`src/rtl/liteeth_sram_fifo_ctrl_pkg.sv`:
```
// rtl/liteeth_sram_fifo_ctrl_pkg.sv - shared constants and types for the SRAM-backed stream FIFO
// Purpose: geometry of the fakeram_1rw1r 12w128d macro and the word/address/level types.
// Ports: none (package).
package liteeth_sram_pkg;

  localparam int BITS       = 12;
  localparam int ADDR_WIDTH = 7;
  // Depth is tied to the address width; the macro has no unused rows.
  localparam int DEPTH      = 2 ** ADDR_WIDTH;

  typedef logic [BITS-1:0]       word_t;
  typedef logic [ADDR_WIDTH-1:0] addr_t;
  // One extra bit: the level counts the macro plus the in-flight word and output buffer.
  typedef logic [ADDR_WIDTH:0]   level_t;

endpackage

```
`src/rtl/liteeth_sram_fifo_ctrl_if.sv`:
```
// rtl/liteeth_sram_fifo_ctrl_if.sv - sink/source stream handshake bundle
// Purpose: groups the write-side (sink) and read-side (source) valid/ready/data signals.
// Ports: sink_valid/sink_ready/sink_data, source_valid/source_ready/source_data.
//   slave  - the FIFO side (accepts sink, drives source)
//   master - the producer/consumer side
interface liteeth_sram_fifo_ctrl_if;
  import liteeth_sram_pkg::*;

  logic  sink_valid;
  logic  sink_ready;
  word_t sink_data;
  logic  source_valid;
  logic  source_ready;
  word_t source_data;

  modport slave (
    input  sink_valid, sink_data, source_ready,
    output sink_ready, source_valid, source_data
  );

  modport master (
    output sink_valid, sink_data, source_ready,
    input  sink_ready, source_valid, source_data
  );

endinterface

```
`src/rtl/liteeth_sram_fifo_obuf.sv`:
```
// rtl/liteeth_sram_fifo_obuf.sv - 2-entry in-order output buffer behind the macro read port
// Purpose: holds words returned by the macro so the source side can stream at full rate.
// Ports: clk/rst (async active-high), push/data_in (capture), pop (consume head),
//   flush (sync clear), count (0..2), head (oldest entry).
module liteeth_sram_fifo_obuf
  import liteeth_sram_pkg::*;
(
  input  logic       clk,
  input  logic       rst,
  input  logic       push,
  input  word_t      data_in,
  input  logic       pop,
  input  logic       flush,
  output logic [1:0] count,
  output word_t      head
);

  word_t e0;
  word_t e1;

  assign head = e0;

  // The controller never pushes into a full buffer without a pop and never pops
  // an empty one, so those cases need no handling here.
  always_ff @(posedge clk or posedge rst) begin
    if (rst) begin
      count <= 2'd0;
      e0    <= '0;
      e1    <= '0;
    end else if (flush) begin
      count <= 2'd0;
    end else begin
      case ({push, pop})
        2'b10: begin
          if (count == 2'd0) e0 <= data_in;
          else               e1 <= data_in;
          count <= count + 2'd1;
        end
        2'b01: begin
          e0    <= e1;
          count <= count - 2'd1;
        end
        2'b11: begin
          // Count unchanged: the new word lands just behind the surviving entry.
          if (count == 2'd1) begin
            e0 <= data_in;
          end else begin
            e0 <= e1;
            e1 <= data_in;
          end
        end
        default: ;
      endcase
    end
  end

endmodule

```
`src/rtl/liteeth_sram_fifo_ctrl.sv`:
```
// rtl/liteeth_sram_fifo_ctrl.sv - stream FIFO controller around a fakeram_1rw1r 12w128d macro
// Purpose: writes via rw0 (write-only), reads via r0 (1-cycle latency), with a 2-entry
//   output buffer giving 1 word/cycle throughput under backpressure.
// Ports: sys_clk, sys_rst (async active-high), flush (sync clear), strm (sink/source
//   stream), level (mem + in-flight + output buffer), rw0_* and r0_* macro ports.
module liteeth_sram_fifo_ctrl
  import liteeth_sram_pkg::*;
(
  input  logic   sys_clk,
  input  logic   sys_rst,
  input  logic   flush,
  liteeth_sram_fifo_ctrl_if.slave strm,
  output level_t level,
  output logic   rw0_clk,
  output logic   rw0_ce_in,
  output logic   rw0_we_in,
  output addr_t  rw0_addr_in,
  output word_t  rw0_wd_in,
  input  word_t  rw0_rd_out,
  output logic   r0_clk,
  output logic   r0_ce_in,
  output addr_t  r0_addr_in,
  input  word_t  r0_rd_out
);

  addr_t      wr_ptr;
  addr_t      rd_ptr;
  level_t     mem_count;
  logic       inflight;
  logic [1:0] ob_count;
  word_t      ob_head;

  logic sink_ready;
  logic push;
  logic pop;
  logic issue;
  logic unused_rw0_rd;

  // The rw0 port is used write-only; its read data is intentionally ignored.
  assign unused_rw0_rd = ^rw0_rd_out;

  assign rw0_clk = sys_clk;
  assign r0_clk  = sys_clk;

  // sys_rst is in the term so the strobes drop the instant reset asserts.
  assign sink_ready = !sys_rst && !flush && (mem_count < level_t'(DEPTH));
  assign push       = strm.sink_valid && sink_ready;
  assign pop        = strm.source_valid && strm.source_ready && !flush;

  // Issue only if the buffer will have room when the word returns:
  // ob_count + inflight - pop < 2, rearranged to stay unsigned.
  assign issue = !sys_rst && !flush && (mem_count != '0) &&
                 (({1'b0, ob_count} + {2'b00, inflight}) < (3'd2 + {2'b00, pop}));

  assign strm.sink_ready   = sink_ready;
  assign strm.source_valid = (ob_count != 2'd0);
  assign strm.source_data  = ob_head;

  assign rw0_ce_in   = push;
  assign rw0_we_in   = push;
  assign rw0_addr_in = wr_ptr;
  assign rw0_wd_in   = strm.sink_data;

  assign r0_ce_in   = issue;
  assign r0_addr_in = rd_ptr;

  assign level = mem_count + level_t'(inflight) + level_t'(ob_count);

  always_ff @(posedge sys_clk or posedge sys_rst) begin
    if (sys_rst) begin
      wr_ptr    <= '0;
      rd_ptr    <= '0;
      mem_count <= '0;
      inflight  <= 1'b0;
    end else if (flush) begin
      wr_ptr    <= '0;
      rd_ptr    <= '0;
      mem_count <= '0;
      inflight  <= 1'b0;
    end else begin
      if (push)  wr_ptr <= wr_ptr + addr_t'(1);
      if (issue) rd_ptr <= rd_ptr + addr_t'(1);
      mem_count <= mem_count + level_t'(push) - level_t'(issue);
      inflight  <= issue;
    end
  end

  // A word read last cycle is on r0_rd_out now; flush inside the buffer drops it.
  liteeth_sram_fifo_obuf u_obuf (
    .clk     (sys_clk),
    .rst     (sys_rst),
    .push    (inflight),
    .data_in (r0_rd_out),
    .pop     (pop),
    .flush   (flush),
    .count   (ob_count),
    .head    (ob_head)
  );

endmodule

```
`src/flat_wrapper.sv`:
```
// flat-port wrapper written by rule: the top's interface ports become plain ports
module liteeth_sram_fifo_ctrl_flat import liteeth_sram_pkg::*;
  (sys_clk, sys_rst, flush, level, rw0_clk, rw0_ce_in, rw0_we_in, rw0_addr_in, rw0_wd_in, rw0_rd_out, r0_clk, r0_ce_in, r0_addr_in, r0_rd_out, strm_sink_valid, strm_sink_data, strm_source_ready, strm_sink_ready, strm_source_valid, strm_source_data);
  liteeth_sram_fifo_ctrl_if strm_i ();
  input  logic sys_clk;
  input  logic sys_rst;
  input  logic flush;
  output level_t level;
  output logic rw0_clk;
  output logic rw0_ce_in;
  output logic rw0_we_in;
  output addr_t rw0_addr_in;
  output word_t rw0_wd_in;
  input  word_t rw0_rd_out;
  output logic r0_clk;
  output logic r0_ce_in;
  output addr_t r0_addr_in;
  input  word_t r0_rd_out;
  input wire logic [$bits(strm_i.sink_valid)-1:0] strm_sink_valid;
  input wire logic [$bits(strm_i.sink_data)-1:0] strm_sink_data;
  input wire logic [$bits(strm_i.source_ready)-1:0] strm_source_ready;
  output wire logic [$bits(strm_i.sink_ready)-1:0] strm_sink_ready;
  output wire logic [$bits(strm_i.source_valid)-1:0] strm_source_valid;
  output wire logic [$bits(strm_i.source_data)-1:0] strm_source_data;
  assign strm_i.sink_valid = strm_sink_valid;
  assign strm_i.sink_data = strm_sink_data;
  assign strm_i.source_ready = strm_source_ready;
  assign strm_sink_ready = strm_i.sink_ready;
  assign strm_source_valid = strm_i.source_valid;
  assign strm_source_data = strm_i.source_data;
  liteeth_sram_fifo_ctrl u_core (.sys_clk(sys_clk), .sys_rst(sys_rst), .flush(flush), .strm(strm_i), .level(level), .rw0_clk(rw0_clk), .rw0_ce_in(rw0_ce_in), .rw0_we_in(rw0_we_in), .rw0_addr_in(rw0_addr_in), .rw0_wd_in(rw0_wd_in), .rw0_rd_out(rw0_rd_out), .r0_clk(r0_clk), .r0_ce_in(r0_ce_in), .r0_addr_in(r0_addr_in), .r0_rd_out(r0_rd_out));
endmodule
```
`config.mk`:
```
export PLATFORM = sky130hd
export DESIGN_NAME = liteeth_sram_fifo_ctrl_flat
export DESIGN_NICKNAME = d
export VERILOG_FILES = /design/src/rtl/liteeth_sram_fifo_ctrl_pkg.sv /design/src/rtl/liteeth_sram_fifo_ctrl_if.sv /design/src/rtl/liteeth_sram_fifo_obuf.sv /design/src/rtl/liteeth_sram_fifo_ctrl.sv /design/src/flat_wrapper.sv
export SDC_FILE = /design/constraint.sdc
export NUM_CORES = 1
export LEC_CHECK = 0
export CAP_MARGIN = 20
export CORE_UTILIZATION = 42
export DETAILED_ROUTE_END_ITERATION = 6
export MAX_ROUTING_LAYER = met4
export PLACE_DENSITY = 0.87
export SYNTH_ARGS = -nofsm -noshare
export SYNTH_HDL_FRONTEND = slang
export SYNTH_SLANG_ARGS = --single-unit
```
`constraint.sdc`:
```
create_clock -name sys_clk -period 2.7 [get_ports sys_clk]
set_input_delay 0.54 -clock sys_clk [delete_from_list [all_inputs] [get_ports sys_clk]]
set_output_delay 0.54 -clock sys_clk [all_outputs]
set_load 0.01 [all_outputs]
```
Yosys cells after proc, flatten, opt, wreduce, memory -nomap -nowiden:

Cells that the tools add are included.

* bitwise logic cells: 1
* reduce and logical (&&, ||, !) cells: 19
* add/subtract/negate cells: 10
* multiplexer cells: 14
* $lt $le $gt $ge: 2
* equal/unequal tests: 7

Operators with widths (number)
* 12-bit 2-to-1 mux: 4
* 12-bit case mux with 3 select lines: 1
* 7-bit 2-to-1 mux: 4
* 12-bit case mux with 2 select lines: 1
* 8-bit by 1-bit adder with 8-bit output: 2
* 7-bit by 1-bit adder with 7-bit output (second input constant): 2
* 8-bit by 2-bit adder with 8-bit output: 1
* 8-bit less-than comparator (second input constant): 1
* 8-bit 2-to-1 mux: 1
* 2-bit nonzero test: 4
* 8-bit nonzero test: 1
* 8-bit by 1-bit subtractor with 8-bit output: 1
* 1-bit logical AND: 7
* 2-bit != test (second input constant): 3
* 3-bit nonzero test: 2
* 2-bit by 1-bit equality test with 1-bit output (second input constant): 2
* 2-bit equality test (second input constant): 2
* 2-bit case mux with 2 select lines: 1
* 4-bit AND reduction: 1
* 2-bit by 1-bit adder with 3-bit output: 1
* 2-bit by 1-bit adder with 3-bit output (first input constant): 1
* 3-bit less-than comparator: 1
* 3-bit AND reduction: 1
* 2-bit by 1-bit adder with 2-bit output (second input constant): 1
* other kinds (6): 7

* register bits: 49
* logic and storage cells: 60
* output and inout bits: 53
* input port bits: 41

Longest topological paths before layout:

* depth after elaboration: 8
* mapped depth: 14
* gate-level depth less buffers: 13

Hierarchy:

A second synthesis with hierarchy kept.

* cell total of the unflattened synthesis: 272
* area total of the unflattened synthesis: 3067.9 um2

Modules (own cells, without submodules)
* liteeth_sram_fifo_ctrl: instances 1, area an instance 1783.0 um2, cells an instance 187, sequential area each 575.6 um2
* liteeth_sram_fifo_obuf: instances 1, area an instance 1285.0 um2, cells an instance 85, sequential area each 650.6 um2

==> flow_summary.yaml <==
critical_path:
  critical_path_required_ns: 3.00
  worst_setup_path_start_kind: "register"
  crit_type: "reg -> reg"
  crit_path_end_kind: "register"
  reg2reg_depth: 14
  path_max_fanout: 2
  critPathArrivalTime_ns: 3.18
cells_and_area:
  final_core_util: 0.610
  diodes: 0
  final_area_um2: 4120
  fin_cells: 469
  area_delta_synth_final_pct: 40.6
  drive_gt1_frac: 0.311
  nets: 454
timing:
  worstMarginPinSlew_ns: 0.464
  fin_crit_sh: 1.06
  drv_slew: 0
  fin_tns_setup_ns: -0.398
  final-hold-violation-count: 0
  setup_viol: 4
  fmax_mhz: 348
  setup_slack_ns: -0.175
  hold_slack_ns: 0.224
  rsz0062_at_grt: "yes"
  slew_headroom: 0.690
  fin_worst_skew_ns: 0.00790
  final.min_clock_period_ns: 2.87
floorplan:
  dieArea_um2: 7320
  io_pins: 94
  die_y_um: 85.6
  die_w_um: 85.6
  core_um2: 6760
  rows: 30
  initial_core_util: 0.434
power_and_ir_drop:
  p_switching_w: 0.00173
  pwr-share-seq: 0.266
  power_density_nw_per_um2: 1060
  power_frac_clock: 0.159
  combPwrFrac: 0.575
  internal-power_w: 0.00264
  ir_drop_v: 0.000756
  p_sw_frac: 0.396
  p_leak_nw: 1.88
logic_synthesis:
  yosysTopAreaCellShare: 0.418
  synthSimpleGateAreaFrac: 0.174
  synth.distinct_cells: 42
  synthTopCellsByCount: "dfrtp_1 (49), nand2_1 (38), nor2_1 (27), ha_1 (22), inv_1 (18)"
  synth-async-reset-ratio: 1.00
  synth_cells: 301
  synth_mux_area_frac: 0.0708
  synth_seq_area_share: 0.418
  synth_edf_count: 0
  synth-seq-cells: 49
  synthXorXnorAreaFrac: 0.0478
  synth_top_family_by_area: "simple AND/OR/NAND/NOR gates"
  syn_nets: 367
  avgSynthCellArea_um2: 9.74
  yosys.area.top_type: "dfrtp_1"
  synthMostInstantiatedCell: "dfrtp_1"
  yosys.area_share.adder: 0.114
  synth_area_leaders: "dfrtp_1 (42%), ha_1 (9.4%), mux2_2 (5.4%)"
  synth_compound_area_frac: 0.0926
  synthesis.area_um2: 2930
  yosys_warnings: 0
  ys.flop_type: "dfrtp_1"
status:
  status: "complete, but fails checks"
  violations: "setup timing"
clock_network:
  clk_pin_slew_ns: 0.10
  worstSkewPairLatency_ns: 0.43
  cts_tree: "yes"
global_routing:
  grt_pass1_wl_um: 12000
  grt_pass1_vias: 2532
  grt_max_degree: 36
  antenna_found_initial: 0
  grt_overflow_total: 0
  grt_use_total: 0.222
drt:
  first_iter_violations: 148
  firstDrtPassIters: 4
  drc: 0
  routed_via_density: 5.41
  wl_um: 7810
  dr_total_vias: 2538
  ant_nets: 0
  wl_per_cell_um: 16.7
job:
  cap_violations: 0
place:
  io_buffers: 57
  hpwl_um: 5010
  dp_cells: 441
  gp_congestion: 0.845
  placed_cell_area_um2: 3780
hold_path:
  hold_path.class: "in -> async"
stage by stage:
step	power (W)	worst slack, ns
2_1_floorplan	0.00258	-0.0836
3_3_place_gp	0.00333	-0.258
3_5_place_dp	0.00345	-0.358
4_1_cts	0.00420	-0.0470
5_1_grt	0.00464	-0.226
6_report	0.00437	-0.175
placed cells by master (no fill, tap or decap), drive strengths merged, types with 4 or more instances in the layout:
cell	count
nand2	38
nor3	6
a31oi	12
dfrtp	49
mux2	14
ha	22
buf	47
o21ai	4
nor2b	5
nor4	4
nand4	5
a21oi	11
nand3	5
mux2i	5
clkbuf	14
clkdlybuf4s50	46
inv	19
nor2	27
xnor2	9
xor2	7
sequential cells by signal, indices dropped and copies added, names as in the netlist:
signal	flops
u_core.mem_count	8
u_core.rw0_addr_in	7
u_core.r0_addr_in	7
u_core.u_obuf.head	12
u_core.u_obuf.e1	12
u_core.u_obuf.count	2
u_core.inflight	1
final cells by class:
cell class | count | area, um2
clock buffer | 11 | 144
clock inverter | 3 | 25.0
fill | 512 | 2630
inverter | 20 | 75.1
multi-input combinational | 206 | 1660
sequential | 49 | 1230
tap | 80 | 100
timing repair buffer | 100 | 888
power by group through the flow:
stage          sequential (W)  clock [W]  combinational, W
6_report              0.00116   0.000694           0.00251
5_1_grt               0.00118   0.000749           0.00271
4_1_cts               0.00115   0.000712           0.00234
3_5_place_dp          0.00116  0.0000753           0.00221
3_3_place_gp          0.00114  0.0000753           0.00211
2_1_floorplan         0.00121  0.0000610           0.00131
path summary, 6_finish.rpt:
path / from / endpoint / slack (ns)
min in group sys_clk: u_core.u_obuf.e1[3]$_DFFE_PP0P_ / u_core.u_obuf.e1[3]$_DFFE_PP0P_ / 0.51
worst max register to register: u_core.mem_count[4]$_DFF_PP0_ / u_core.mem_count[6]$_DFF_PP0_ / -0.17
worst min register to register: u_core.u_obuf.e1[3]$_DFFE_PP0P_ / u_core.u_obuf.e1[3]$_DFFE_PP0P_ / 0.51
worst max-delay path: u_core.mem_count[4]$_DFF_PP0_ / u_core.mem_count[6]$_DFF_PP0_ / -0.17
worst min-delay path: sys_rst / u_core.mem_count[6]$_DFF_PP0_ / 0.22
max in group asynchronous: sys_rst / u_core.mem_count[0]$_DFF_PP0_ / 1.96
worst max-delay path, stage by stage (launching register included):
cell	delay, ns
dfrtp_1	0.39
inv_1	0.09
ha_1	0.15
nand4b_1	0.20
o21ai_2	0.30
nor3_4	0.08
buf_6	0.13
ha_4	0.26
inv_2	0.04
ha_4	0.15
fa_2	0.39
a21oi_4	0.20
o21ai_2	0.10
mux2i_1	0.15
o311ai_1	0.11
routing by layer:
metal	part of all wire	global-route usage	wire, um
met1	0.40	0.257	3120
met2	0.53	0.356	4140
met3	0.045	0.0558	348
met4	0.026	0.123	200
met5	0	-	0
timing repair:
| action | in CTS | in global routing |
|---|---|---|
| gates resized for setup | 26 | 31 |
| buffers inserted | 7 | 9 |
| pin swaps | 6 | 14 |
| hold buffers | 0 | 0 |
| setup endpoints to repair | 13 | 14 |
cell families (layout without fill, tap and decap cells):
kind of cell / after synthesis / after routing
DFF: 49 / 49
AOI/OAI and AO/OA: 41 / 41
adders and majority gates: 25 / 25
xor gates and xnor gates: 16 / 16
and+or+nand+nor: 105 / 105
muxes: 19 / 19
buffers and inverters: 46 / 134
No activity file was read; power rests on OpenSTA's default activity.
